File: src/rtl/seq_det_1011.sv
// seq_det_1011: Moore-style detector for the serial pattern 1011 with a
// qualifying valid, a registered one-cycle match pulse and a saturating,
// synchronously clearable match counter.
module seq_det_1011 #(
  parameter int unsigned CNT_W   = 8,
  parameter int unsigned OVERLAP = 1
) (
  input  logic             clk,
  input  logic             rst,
  input  logic             din,
  input  logic             din_valid,
  input  logic             clr,
  output logic             match,
  output logic [CNT_W-1:0] match_cnt
);

  localparam logic [CNT_W-1:0] CNT_MAX = '1;

  typedef enum logic [2:0] {
    IDLE  = 3'd0,
    S1    = 3'd1,
    S10   = 3'd2,
    S101  = 3'd3,
    S1011 = 3'd4
  } state_t;

  state_t           state;
  state_t           state_next;
  logic             match_next;
  logic [CNT_W-1:0] cnt_next;

  // State register; reset discards any partial progress.
  always_ff @(posedge clk or negedge rst) begin
    if (!rst) begin
      state <= IDLE;
    end else begin
      state <= state_next;
    end
  end

  // Next-state logic; the FSM only moves on qualified bits so din is ignored otherwise.
  always_comb begin
    state_next = state;
    if (din_valid) begin
      unique case (state)
        IDLE:    state_next = din ? S1    : IDLE;
        S1:      state_next = din ? S1    : S10;
        S10:     state_next = din ? S101  : IDLE;
        S101:    state_next = din ? S1011 : S10;
        S1011: begin
          if (din) begin
            state_next = S1;
          end else if (OVERLAP != 0) begin
            state_next = S10;
          end else begin
            state_next = IDLE;
          end
        end
        default: state_next = IDLE;
      endcase
    end
  end

  // Output logic; a match is the qualified edge that enters S1011, clear beats increment.
  always_comb begin
    match_next = 1'b0;
    cnt_next   = match_cnt;
    if (din_valid && din && (state == S101)) begin
      match_next = 1'b1;
    end
    if (clr) begin
      cnt_next = '0;
    end else if (match_next && (match_cnt != CNT_MAX)) begin
      cnt_next = match_cnt + CNT_W'(1);
    end
  end

  // Output registers so no input reaches an output combinationally.
  always_ff @(posedge clk or negedge rst) begin
    if (!rst) begin
      match     <= 1'b0;
      match_cnt <= '0;
    end else begin
      match     <= match_next;
      match_cnt <= cnt_next;
    end
  end

endmodule

File: config.mk
export PLATFORM = sky130hd
export DESIGN_NAME = seq_det_1011
export DESIGN_NICKNAME = d
export VERILOG_FILES = /design/src/rtl/seq_det_1011.sv
export SDC_FILE = /design/constraint.sdc
export NUM_CORES = 1
export LEC_CHECK = 0
export BUFFER_PORTS_ARGS = -buffer_cell sky130_fd_sc_hd__buf_2
export CAP_MARGIN = 10
export CORE_MARGIN = 2
export CORE_UTILIZATION = 45
export DETAILED_ROUTE_END_ITERATION = 10
export GPL_TIMING_DRIVEN = 0
export PLACE_DENSITY = 0.78
export SLEW_MARGIN = 10
export SYNTH_ARGS = -nofsm -noshare
export SYNTH_HDL_FRONTEND = slang
export SYNTH_SLANG_ARGS = --single-unit
File: constraint.sdc
create_clock -name clk -period 2.3 [get_ports clk]
set_input_delay 0.115 -clock clk [delete_from_list [all_inputs] [get_ports clk]]
set_output_delay 0.115 -clock clk [all_outputs]
set_load 0.1 [all_outputs]
==> results_dict.tcl <==
set metrics [dict create \
    wire_per_inst_um 13.5 \
    grt_antenna_before_repair 0 \
    gp_congestion 0.767 \
    die_h_um 41.2 \
    clock-sinks 12 \
    use_met3_pct 6.52 \
    synthCells 65 \
    nets 89 \
    cts-buffers-inserted 3 \
    cts_resized 0 \
    use_met1_pct 20.7 \
    diodes 0 \
    finClkSkew_ps 1.82 \
    cp_max_fo 10 \
    hold_violations 0 \
    hold-worst-slack_ps 80.6 \
    p_per_area_nw_per_um2 756 \
    htree_levels 1 \
    via_per_inst 5.74 \
    dr.pass1.iters 4 \
    required_ps 2510 \
    power.leakage_uw 0.000349 \
    fin_crit_sh_pct 88.0 \
    mostFrequentLayoutCells "buf_2, dfrtp_1, a21oi_1" \
    grt_pass1_wl_um 1840 \
    rsz0062_at_grt "false" \
    multi_input_area_um2 292 \
    place_hpwl_um 897 \
    synth_fp_nets 71 \
    setup_viol 0 \
    arrival_ps 2230 \
    die-area_um2 1700 \
    clock_path_buffers 2 \
    hold_class "in -> reg" \
    cts_root_buffer "clkbuf_4" \
    cts_tree "done" \
    post-route-min-period_ps 2020 \
    nFillCells 126 \
    syn_area_um2 622 \
    grtUsageTotal_pct 17.7 \
    clk_pin_slew_ps 80 \
    drt-total-wl_um 1310 \
    crit_path_end_kind "flop" \
    crit_type "reg -> reg" \
    busiest_layer "met2" \
    yosysWarnings 0 \
    vias 557 \
    grt_max_degree 13 \
    grt_pass1_vias 440 \
    slew_viol_final 0 \
    postRouteAntennaNets 0 \
    drt_iter0_markers 9 \
    drc 0 \
    grt_overflow_total 0 \
    synth-seq-cells 12 \
    num_rows 13 \
    core_area_um2 1300 \
    port_buffers 12 \
    ys_seq_area_share_pct 48.3 \
    maxCapViolations 0 \
    final_common_cell "buf_2" \
    tightest_slew_ps 488 \
    area_delta_synth_final_pct 20.5 \
    ios 14 \
    fmax_ghz 0.494 \
    ir_drop_mv 0.334 \
    use_met2_pct 26.2 \
    yosys.cell_types.count 27 \
    status "finished, final reports clean" \
    die_w_um 41.2 \
    start_kind "flop" \
    synth.avg_cell_area_um2 9.57 \
    relSlewSlack_pct 67.7 \
    drive_gt1_share_pct 24.4 \
    setup-tns-final_ps 0 \
    clkLatencyLatePin_ps 280 \
    initial_utilization_pct 47.8 \
    regArea_um2 303 \
]
sequential cells by signal, indices dropped and copies added, names as in the netlist:
name,count
match,1
match_cnt,8
state,3
through the flow:
stage	power (µW)	worst slack (ps)	utilization [%]	instance area (µm²)	instances
finish	567	277	57.6	749	97
global route	597	208	57.6	749	97
CTS	569	270	57.6	749	97
detailed placement	397	281	54.0	703	92
global placement	392	324	54.0	703	92
floorplan	366	88.6	-	624	65
final timing paths:
path / from / end / slack, ps / cells past startpoint
worst max-delay path: match_cnt[0] / match_cnt[6] / 280 / 6
worst min-delay path: din_valid / state[1] / 80 / 2
worst max register to register: match_cnt[0] / match_cnt[6] / 280 / 6
worst min register to register: match_cnt[0] / match_cnt[0] / 580 / 2
max in group asynchronous: rst / match_cnt[0] / 1820 / 2
min in group asynchronous: rst / state[1] / 240 / 2
synth_stat cells:
| cell type | n | area, µm² |
|---|---|---|
| o21ai_0 | 5 | 25.0 |
| ha_1 | 1 | 12.5 |
| nand2b_1 | 1 | 6.26 |
| nor4_1 | 1 | 6.26 |
| buf_6 | 1 | 11.3 |
| clkbuf_1 | 1 | 3.75 |
| inv_1 | 3 | 11.3 |
| nand3_1 | 3 | 15.0 |
| nor2_1 | 3 | 11.3 |
| nand4_1 | 1 | 6.26 |
| buf_1 | 1 | 3.75 |
| or3_1 | 3 | 18.8 |
| or4_1 | 2 | 15.0 |
| o22ai_1 | 2 | 12.5 |
| a21oi_1 | 6 | 30.0 |
| and4_1 | 1 | 8.76 |
| nand4_2 | 1 | 12.5 |
| nand2_1 | 5 | 18.8 |
| a21boi_0 | 2 | 15.0 |
| a211oi_1 | 2 | 15.0 |
| a21o_1 | 1 | 7.51 |
| and3_1 | 1 | 6.26 |
| dfrtp_1 | 12 | 300 |
| xnor2_1 | 1 | 8.76 |
| a22o_1 | 1 | 8.76 |
| a211o_1 | 1 | 8.76 |
| o31ai_1 | 3 | 22.5 |
routing by layer:
layer	up-vias	wire length [µm]
li1	280	-
met1	258	605
met2	16	622
met3	3	55
met4	0	25
met5	-	0
critical path, stage by stage, from the launching register on:
cell     delay [ps]
dfrtp_2         440
ha_1            260
and3_1          200
a211o_1         310
buf_6           140
or4_1           460
a21oi_1         150
cells by family (layout without fill, tap and decap cells):
logic type / after synthesis / after routing / share of synthesized area [%]
AO/OA/AOI/OAI: 23 / 23 / 23.3
AND/OR/NAND/NOR: 22 / 22 / 20.1
flip-flops: 12 / 12 / 48.3
buffers and inverters: 6 / 23 / 4.83
adder cells (fa/ha/maj): 1 / 1 / 2.01
XOR/XNOR: 1 / 1 / 1.41
layout make-up:
type                            instances  area share [%]
Buffer                                  3            2.50
Clock buffer                            4            4.84
Inverter                                3            1.50
Multi-Input combinational cell         47            38.9
Sequential cell                        12            40.4
Tap cell                               15            2.50
Timing Repair Buffer                   13            9.35
power by group:
group	switching, µW	internal [µW]	total, µW
combinational	80.9	47.4	128
clock	75.8	96.4	172
sequential	30.8	235	266
total	187	379	567
what timing repair did:
item | in CTS | in global routing
buffers inserted | 0 | 0
hold buffers | 1 | 0
endpoints found under the hold margin | 12 | 0
Note: power is estimated with default switching activity, not from simulation.
